==> src/rtl/regfile_pkg.sv <==
// Shared definitions for the 32x32 four-write-port register file and its write scheduler.
package regfile_pkg;

  localparam int unsigned ADDR_W = 5;
  localparam int unsigned DATA_W = 32;
  localparam int unsigned NPORT  = 4;
  localparam int unsigned PTR_W  = 2;

  typedef struct packed {
    logic [ADDR_W-1:0] addr;
    logic [DATA_W-1:0] data;
  } wr_req_t;

  // Population count of a port-wide vector; at most NPORT-1 bits are ever set when used for denials.
  function automatic logic [PTR_W-1:0] count_ones(input logic [NPORT-1:0] vec);
    logic [PTR_W:0] acc;
    acc = '0;
    for (int i = 0; i < int'(NPORT); i++) begin
      acc = acc + (PTR_W+1)'(vec[i]);
    end
    return PTR_W'(acc);
  endfunction

endpackage

==> src/rtl/rr_conflict_arbiter.sv <==
// Combinational same-address conflict arbiter: grants every valid request not shadowed by a
// higher-priority valid request to the same address, priority rotating from rr_ptr_i.
module rr_conflict_arbiter
  import regfile_pkg::NPORT;
  import regfile_pkg::PTR_W;
  import regfile_pkg::count_ones;
#(
  parameter int unsigned ADDR_W = regfile_pkg::ADDR_W
) (
  input  logic [NPORT-1:0]             valid_i,
  input  logic [NPORT-1:0][ADDR_W-1:0] addr_i,
  input  logic [PTR_W-1:0]             rr_ptr_i,
  output logic [NPORT-1:0]             grant_o,
  output logic [PTR_W-1:0]             denied_cnt_o
);

  // Distance from the pointer; smaller distance means higher priority.
  function automatic logic [PTR_W-1:0] rank(input int unsigned idx, input logic [PTR_W-1:0] ptr);
    return PTR_W'(idx) - ptr;
  endfunction

  always_comb begin
    grant_o      = '0;
    denied_cnt_o = '0;
    for (int unsigned i = 0; i < NPORT; i++) begin
      logic blocked;
      blocked = 1'b0;
      for (int unsigned j = 0; j < NPORT; j++) begin
        if ((j != i) && valid_i[j] && (addr_i[j] == addr_i[i]) &&
            (rank(j, rr_ptr_i) < rank(i, rr_ptr_i))) begin
          blocked = 1'b1;
        end
      end
      grant_o[i] = valid_i[i] && !blocked;
    end
    denied_cnt_o = count_ones(valid_i & ~grant_o);
  end

endmodule

==> src/rtl/regfile_write_scheduler.sv <==
// Write-side scheduler for the four-write-port register file: arbitrates requesters, fills idle
// slots with a copy of a granted write, and registers the shared-we write port bundle.
module regfile_write_scheduler
  import regfile_pkg::NPORT;
  import regfile_pkg::PTR_W;
#(
  parameter int unsigned ADDR_W = regfile_pkg::ADDR_W,
  parameter int unsigned DATA_W = regfile_pkg::DATA_W,
  parameter int unsigned CNT_W  = 16
) (
  input  logic              clk,
  input  logic              reset,
  input  logic [NPORT-1:0]  req_valid,
  input  logic [ADDR_W-1:0] req_addr_0,
  input  logic [ADDR_W-1:0] req_addr_1,
  input  logic [ADDR_W-1:0] req_addr_2,
  input  logic [ADDR_W-1:0] req_addr_3,
  input  logic [DATA_W-1:0] req_data_0,
  input  logic [DATA_W-1:0] req_data_1,
  input  logic [DATA_W-1:0] req_data_2,
  input  logic [DATA_W-1:0] req_data_3,
  output logic [NPORT-1:0]  req_ready,
  output logic [ADDR_W-1:0] add_a,
  output logic [ADDR_W-1:0] add_b,
  output logic [ADDR_W-1:0] add_c,
  output logic [ADDR_W-1:0] add_d,
  output logic [DATA_W-1:0] din_a,
  output logic [DATA_W-1:0] din_b,
  output logic [DATA_W-1:0] din_c,
  output logic [DATA_W-1:0] din_d,
  output logic              we,
  output logic [CNT_W-1:0]  conflict_cnt
);

  logic [NPORT-1:0][ADDR_W-1:0] addr_in;
  logic [NPORT-1:0][DATA_W-1:0] data_in;
  logic [NPORT-1:0]             grant;
  logic [PTR_W-1:0]             denied_cnt;

  logic [PTR_W-1:0]             rr_ptr_q, rr_ptr_d;
  logic [NPORT-1:0][ADDR_W-1:0] slot_addr_q, slot_addr_d;
  logic [NPORT-1:0][DATA_W-1:0] slot_data_q, slot_data_d;
  logic                         we_q, we_d;
  logic [CNT_W-1:0]             cnt_q, cnt_d;

  assign addr_in = {req_addr_3, req_addr_2, req_addr_1, req_addr_0};
  assign data_in = {req_data_3, req_data_2, req_data_1, req_data_0};

  rr_conflict_arbiter #(
    .ADDR_W(ADDR_W)
  ) u_arb (
    .valid_i      (req_valid),
    .addr_i       (addr_in),
    .rr_ptr_i     (rr_ptr_q),
    .grant_o      (grant),
    .denied_cnt_o (denied_cnt)
  );

  assign req_ready = reset ? '0 : grant;

  // Ungranted slots replicate the lowest-index granted write so the shared we is harmless.
  always_comb begin
    logic [PTR_W-1:0] fill_idx;
    logic [CNT_W:0]   cnt_sum;
    fill_idx    = '0;
    slot_addr_d = '0;
    slot_data_d = '0;
    we_d        = |grant;
    rr_ptr_d    = rr_ptr_q;
    cnt_sum     = '0;
    cnt_d       = cnt_q;

    for (int i = int'(NPORT) - 1; i >= 0; i--) begin
      if (grant[i]) begin
        fill_idx = PTR_W'(i);
      end
    end
    if (we_d) begin
      for (int unsigned i = 0; i < NPORT; i++) begin
        slot_addr_d[i] = grant[i] ? addr_in[i] : addr_in[fill_idx];
        slot_data_d[i] = grant[i] ? data_in[i] : data_in[fill_idx];
      end
    end

    if (denied_cnt != '0) begin
      rr_ptr_d = rr_ptr_q + PTR_W'(1);
    end

    // Saturating add: the extra MSB catches overflow and clamps to all-ones.
    cnt_sum = {1'b0, cnt_q} + (CNT_W+1)'(denied_cnt);
    cnt_d   = cnt_sum[CNT_W] ? '1 : cnt_sum[CNT_W-1:0];
  end

  always_ff @(posedge clk) begin
    if (reset) begin
      rr_ptr_q    <= '0;
      slot_addr_q <= '0;
      slot_data_q <= '0;
      we_q        <= 1'b0;
      cnt_q       <= '0;
    end else begin
      rr_ptr_q    <= rr_ptr_d;
      slot_addr_q <= slot_addr_d;
      slot_data_q <= slot_data_d;
      we_q        <= we_d;
      cnt_q       <= cnt_d;
    end
  end

  assign add_a        = slot_addr_q[0];
  assign add_b        = slot_addr_q[1];
  assign add_c        = slot_addr_q[2];
  assign add_d        = slot_addr_q[3];
  assign din_a        = slot_data_q[0];
  assign din_b        = slot_data_q[1];
  assign din_c        = slot_data_q[2];
  assign din_d        = slot_data_q[3];
  assign we           = we_q;
  assign conflict_cnt = cnt_q;

endmodule

==> config.mk <==
export PLATFORM = sky130hd
export DESIGN_NAME = regfile_write_scheduler
export DESIGN_NICKNAME = d
export VERILOG_FILES = /design/src/rtl/regfile_pkg.sv /design/src/rtl/rr_conflict_arbiter.sv /design/src/rtl/regfile_write_scheduler.sv
export SDC_FILE = /design/constraint.sdc
export NUM_CORES = 1
export LEC_CHECK = 0
export CAP_MARGIN = 20
export CORE_MARGIN = 2
export CORE_UTILIZATION = 30
export CTS_CLUSTER_DIAMETER = 60
export DETAILED_ROUTE_END_ITERATION = 12
export PLACE_DENSITY_LB_ADDON = 0.1
export REMOVE_ABC_BUFFERS = 1
export SLEW_MARGIN = 20
export SYNTH_ARGS = -nofsm -noshare
export SYNTH_HDL_FRONTEND = slang
export SYNTH_SLANG_ARGS = --single-unit
==> constraint.sdc <==
create_clock -name clk -period 6.95 [get_ports clk]
set_clock_uncertainty 0.2 [all_clocks]
set_input_delay 0.695 -clock clk [delete_from_list [all_inputs] [get_ports clk]]
set_output_delay 0.695 -clock clk [all_outputs]
set_load 0.05 [all_outputs]
==> results of run 1 <==
## path summary, 6_finish.rpt
check,endpoint,slack [ns],start
worst max-delay path,req_ready[3],1.83,req_addr_3[1]
worst max register to register,din_a[8],2.42,rr_ptr_q[1]
worst min-delay path,rr_ptr_q[1],0.35,rr_ptr_q[1]
worst min register to register,rr_ptr_q[1],0.35,rr_ptr_q[1]
## critical path, stage by stage
cell             delay [ns]
clkdlybuf4s50_1        0.62
xor2_1                 0.18
nor3_1                 0.20
nand3_1                0.21
o221ai_4               0.87
buf_4                  0.63
nor2_1                 0.07
clkdlybuf4s50_1        0.73
## power by group through the flow
stage | logic [mW] | registers (mW) | clock network [mW]
after floorplan | 0.211 | 1.37 | 0
after global placement | 0.868 | 1.09 | 0
after detailed placement | 0.867 | 1.09 | 0
after CTS | 0.870 | 1.06 | 0.980
after global routing | 0.909 | 1.07 | 1.01
final | 0.867 | 1.06 | 0.959
## layer usage
metal | up-vias | GRT usage | routed length [um]
met3 | 56 | 0.0482 | 2440
met1 | 3819 | 0.313 | 14500
li1 | 3638 | - | -
met2 | 347 | 0.370 | 15100
met5 | - | 0 | 0
met4 | 0 | 0.0941 | 1130
## cell families (layout without fill, tap and decap cells)
group                    Yosys count  in the layout  share of synthesized area
XOR/XNOR                          43             43                     0.0483
flip-flops                       167            167                      0.429
buffers and inverters             95            378                     0.0621
adder cells (fa/ha/maj)            9              9                     0.0164
AO/OA/AOI/OAI                    295            295                      0.254
other                              0              1                          0
multiplexers                      75             75                     0.0963
AND/OR/NAND/NOR                  127            127                     0.0939
## flip-flops by register name, summed over array words and instances, names as in the netlist
register,count
add_a,5
rr_ptr_q,2
din_c,32
din_d,32
add_d,5
din_a,32
add_b,5
conflict_cnt,16
din_b,32
add_c,5
we,1
## stage by stage
step           cell area, um^2  power, mW  setup TNS, ns  hold WS (ns)
6_report                 11700       2.89              0         0.355
5_1_grt                  11700       2.99              0         0.413
4_1_cts                  11700       2.91              0         0.359
3_5_place_dp             11200       1.95              0         0.347
3_3_place_gp             11100       1.95              0         0.331
2_1_floorplan             7340       1.58        -109.97         0.295
## area by class of cell
| class | count | area, um^2 | share of cell area |
|---|---|---|---|
| diodes | 1 | 2.50 | 0.000213 |
| clock inverters | 15 | 160 | 0.0136 |
| well taps | 335 | 419 | 0.0357 |
| inverters | 8 | 31.3 | 0.00266 |
| repair buffers | 338 | 3340 | 0.284 |
| flip-flops and latches | 167 | 3340 | 0.285 |
| multi-input cells | 549 | 4030 | 0.343 |
| clock buffers | 17 | 425 | 0.0362 |
## cell usage after synthesis, drive strengths merged, types with 2 or more instances
library cell,n,area share
dfxtp,167,0.43
o21ai,80,0.051
mux2i,75,0.096
clkbuf,49,0.024
a21oi,47,0.030
buf,38,0.034
nor3b,38,0.037
a22oi,37,0.036
a41oi,37,0.042
o221ai,33,0.037
o22ai,33,0.026
nor2,24,0.012
xnor2,23,0.026
xor2,20,0.022
nand2,18,0.0087
nand3,14,0.0096
a211oi,11,0.011
nor3,10,0.0071
ha,7,0.011
inv,7,0.0034
nand4,6,0.0048
o41ai,6,0.0067
nand2b,3,0.0024
nor4,3,0.0024
and2,2,0.0019
and3,2,0.0016
fa,2,0.0051
nor2b,2,0.0016
==> flow_summary_export.csv, run 1 <==
group,metric,value,unit
cts,clk_transition_reported_paths,0.07,ns
cts,clk_latency,0.43,ns
power_and_ir_drop,comb_power_share,0.300,
sta,fmax,0.195,GHz
worst_setup_path,path_class,"in -> out",
hold_path,hp-class,"reg -> reg",
yosys,synth_warnings,0,
global_route,grt-ovfl-total,0,
global_route,grt_max_degree,51,
cells_and_area,layout_common_cells,"clkdlybuf4s50_1 (321), dfxtp_1 (167), mux2i_1 (75)",
yosys,synth_seq_cells,167,
cells_and_area,syn_to_final_growth,50.7,%
drt,vias,7860,
drt,dr.pass1.iters,5,
power_and_ir_drop,internal-power,1.83,mW
worst_setup_path,cp_data_required_time,6.05,ns
sta,finalHoldViolCount,0,
yosys,syn-instance-count,811,
worst_setup_path,cp.arrival,4.23,ns
die,rows,59,
cts,clockBufferDepth,2,
drt,ant_nets,0,
yosys,synthDistinctLibCells,53,
power_and_ir_drop,p_sw_frac,0.367,
cells_and_area,final_cells,1430,
die,dieArea,27300,um^2
sta,setup_ws,1.83,ns
sta,tightestPinTransition,1.05,ns
power_and_ir_drop,p_sw,1.06,mW
die,initial_core_util,0.303,
global_route,grt_pass1_wl,47700,um
die,die_w,165,um
cts,cts_setup_buffers,0,
place,gp_congestion,0.818,
sta,fin_crit_sh,0.737,
cells_and_area,drive_gt1_frac,0.0567,
cells_and_area,fillers,2453,
power_and_ir_drop,max-vdd-ir-drop,0.000137,V
yosys,syn_area,7800,um^2
sta,setup_viol,0,
cts,cts_tree,"yes",
power_and_ir_drop,clkPwrFrac,0.332,
worst_setup_path,startpoint_type,"input pin",
drt,drt-initial-drc-count,526,
global_route,grt_pass1_vias,7604,
cts,cts.sinks,167,
worst_setup_path,crit_fanout,50,
die,core-area,25800,um^2
die,fp.dieH,165,um
place,dp_hpwl,22300,um
sta,relSlewSlack,0.295,
drt,finalWirelength,33200,um
cts,cts_buffers,17,
run,maxCapViolCount,0,
global_route,track_usage,0.235,
power_and_ir_drop,power.leakage,4.45,nW
sta,slew_viol_final,0,
drt,vias_per_cell,5.50,
drt,wire_per_inst,23.2,um
hold_path,whs_path_depth,2,
yosys,synth-main-ff-cell,"dfxtp_1",
yosys,yosysSeqAreaShare,0.429,
global_route,antenna_found_initial,1,
power_and_ir_drop,power.density,246,nW/um^2
place,dp_cells,1397,
place,place_ws,1.61,ns
sta,rsz0062_at_grt,"false",
cts,post_cts_resized,0,
sta,min_period,5.12,ns
power_and_ir_drop,p_seq_frac,0.368,
cts,ctsHtreeMaxLevel,4,
cells_and_area,nNetsFinal,1244,
drt,drc,0,
yosys,async_reset_ff_frac,0,
cts,cts_root_buffer,"clkbuf_16",
cells_and_area,post-route-util,0.456,
worst_setup_path,end_kind,"output pin",
yosys,postSynthAreaPerCell,9.61,um^2
yosys,synth_edf_count,0,
cells_and_area,final_common_cell,"clkdlybuf4s50_1",
cts,holdBufCountCts,0,
worst_setup_path,r2r_cells,11,
place,io_buffers,322,
die,pin_count,323,
outcome,outcome,"completed",
No activity file was read; power rests on OpenSTA's default activity.
==> inputs of run 2 (changes only) <==
==> constraint.sdc (replaced) <==
create_clock -name clk -period 5.2 [get_ports clk]
set_clock_uncertainty 0.2 [all_clocks]
set_input_delay 0.52 -clock clk [delete_from_list [all_inputs] [get_ports clk]]
set_output_delay 0.52 -clock clk [all_outputs]
set_load 0.05 [all_outputs]
==> run 2 against run 1 <==
Compared with the run above:
- sequential power rose by 34%
- first-iteration DRC count rose by 8.4%
- critical endpoint is now conflict_cnt[13]
- count of clock-buffer cells in the layout rose by 2
- critical path depth rose by 7
- critical path type is now in -> reg
- sequential cell count did not move
==> flow_summary_export.csv, run 2 (synthesized netlist as in run 1, its figures left out) <==
group,metric,value,unit
outcome,outcome,"completed",
worst_setup_path,startpoint_type,"input pin",
worst_setup_path,cp_cell_sequence,"clkdlybuf4s50_1 -> xnor2_1 -> nand3_1 -> or4_1 -> nand2_1 -> o21ai_0 -> fa_1 -> inv_1 -> ha_1 -> xnor2_1 -> fa_1 -> nand2_1 -> nor3_1 -> nand2_1 -> a21oi_1",
cts,cts_setup_buffers,0,
hold_path,hp-class,"reg -> reg",
global_route,busiest_layer,"met2",
place,gp_congestion,0.834,
cts,cts_tree,"yes",
drt,ant_nets,0,
sta,tightestPinTransition,0.644,ns
place,place_ws,0.0354,ns
place,io_buffers,322,
drt,vias_per_cell,5.49,
worst_setup_path,path_class,"in -> reg",
global_route,grt_pass1_vias,7573,
sta,setup_viol,0,
cells_and_area,final_common_cell,"clkdlybuf4s50_1",
drt,wire_per_inst,22.9,um
place,dp_hpwl,22400,um
global_route,met3_usage,0.0547,
cts,clk_transition_reported_paths,0.07,ns
worst_setup_path,end_kind,"flip-flop",
run,maxCapViolCount,0,
worst_setup_path,max_stage_delay,0.59,ns
worst_setup_path,crit_family,"simple AND/OR/NAND/NOR gates",
worst_setup_path,startpoint,"req_addr_1[2]",
worst_setup_path,cp_num_buf_inv,2,
drt,finalWirelength,32800,um
drt,drt-initial-drc-count,570,
cells_and_area,fillers,2481,
drt,vias,7873,
sta,rsz0062_at_grt,"false",
sta,slew_viol_final,0,
cts,clk_latency,0.42,ns
cells_and_area,nNetsFinal,1250,
worst_setup_path,cp.arrival,4.94,ns
cells_and_area,syn_to_final_growth,51.9,%
power_and_ir_drop,power.density,328,nW/um^2
cts,clockBufferDepth,2,
die,fp.dieH,165,um
sta,whs,0.383,ns
die,initial_core_util,0.303,
cts,ctsHtreeMaxLevel,4,
drt,drc,0,
global_route,grt_max_degree,69,
sta,fin_crit_sh,0.922,
die,pin_count,323,
cells_and_area,diodes,0,
worst_setup_path,crit_fanout,13,
sta,min_period,4.80,ns
cts,post_cts_resized,0,
global_route,track_usage,0.232,
cts,cts_root_buffer,"clkbuf_16",
worst_setup_path,crit_top_cell,"nand2_1",
sta,fmax,0.209,GHz
cells_and_area,layout_common_cells,"clkdlybuf4s50_1 (321), dfxtp_1 (167), mux2i_1 (75)",
worst_setup_path,r2r_end,"conflict_cnt[13]",
worst_setup_path,r2r_cells,15,
worst_setup_path,cp_slowest_cell,"or4_1",
cells_and_area,drive_gt1_frac,0.0601,
worst_setup_path,cp_data_required_time,5.35,ns
cts,holdBufCountCts,0,
die,dieArea,27300,um^2
die,rows,59,
cts,cts_buffers,17,
drt,dr.pass1.iters,7,
worst_setup_path,crit-reg2reg-launch,"rr_ptr_q[1]",
worst_setup_path,worst-path-stages,15,
cts,cts.sinks,167,
power_and_ir_drop,max-vdd-ir-drop,0.000155,V
sta,relSlewSlack,0.571,
global_route,grt_use_met1,0.310,
global_route,use_met2,0.372,
global_route,grt_pass1_wl,47700,um
die,core-area,25800,um^2
sta,finalHoldViolCount,0,
global_route,grt-ovfl-total,0,
power_and_ir_drop,power.leakage,4.50,nW
worst_setup_path,rrSetupSlack,0.71,ns
cells_and_area,post-route-util,0.460,
worst_setup_path,endpoint,"conflict_cnt[13]",
sta,setup_ws,0.405,ns
global_route,antenna_found_initial,0,
die,die_w,165,um
run 2: metal layers:
metal / up-vias / share of wire
met5: - / 0
met4: 0 / 0.021
met3: 49 / 0.077
met2: 355 / 0.46
met1: 3835 / 0.44
li1: 3634 / -
run 2: layout make-up:
type                       count  area (um^2)  share of cell area
clock inverter                12          145              0.0123
timing repair buffer         344         3430               0.290
multi-input combinational    549         4030               0.340
inverter                       8         31.3             0.00264
tap                          335          419              0.0354
sequential                   167         3340               0.282
clock buffer                  19          443              0.0374
run 2: worst min-delay path by stage:
stage / startpoint / cells past startpoint / slack, ns / to
final: rr_ptr_q[1] / 2 / 0.38 / rr_ptr_q[1]
after global routing: rr_ptr_q[1] / 2 / 0.40 / rr_ptr_q[1]
after CTS: rr_ptr_q[1] / 2 / 0.38 / rr_ptr_q[1]
after detailed placement: rr_ptr_q[1] / 2 / 0.34 / rr_ptr_q[1]
after global placement: rr_ptr_q[1] / 2 / 0.35 / rr_ptr_q[1]
after floorplan: rr_ptr_q[1] / 2 / 0.29 / rr_ptr_q[1]
run 2: through the flow:
stage	power [mW]	instances	instance area [um^2]	setup TNS [ns]
finish	3.89	1434	11800	0
global route	4.04	1434	11800	0
CTS	3.92	1434	11800	0
detailed placement	2.62	1403	11300	0
global placement	2.62	1403	11300	0
floorplan	2.11	724	7340	-343.97
run 2: worst min-delay path, cell delays in order, from the launching register on:
cell and delay, ns:
dfxtp_1 0.38, nand2_1 0.08, a21oi_1 0.07
run 2: report_power, final:
part           internal (mW)  switching [mW]  leakage, nW
Sequential              1.39          0.0307         1.39
Clock                  0.728           0.574        0.274
Combinational          0.419           0.748         2.84
==> inputs of run 3 (changes only) <==
--- a/config.mk
+++ b/config.mk
@@ -12,7 +12,7 @@
 export DETAILED_ROUTE_END_ITERATION = 12
 export PLACE_DENSITY_LB_ADDON = 0.1
 export REMOVE_ABC_BUFFERS = 1
-export SLEW_MARGIN = 20
+export SLEW_MARGIN = 15
 export SYNTH_ARGS = -nofsm -noshare
 export SYNTH_HDL_FRONTEND = slang
 export SYNTH_SLANG_ARGS = --single-unit
==> results of run 3 <==
Same layout as run 2: the final DEF is identical, and so are final timing and power.
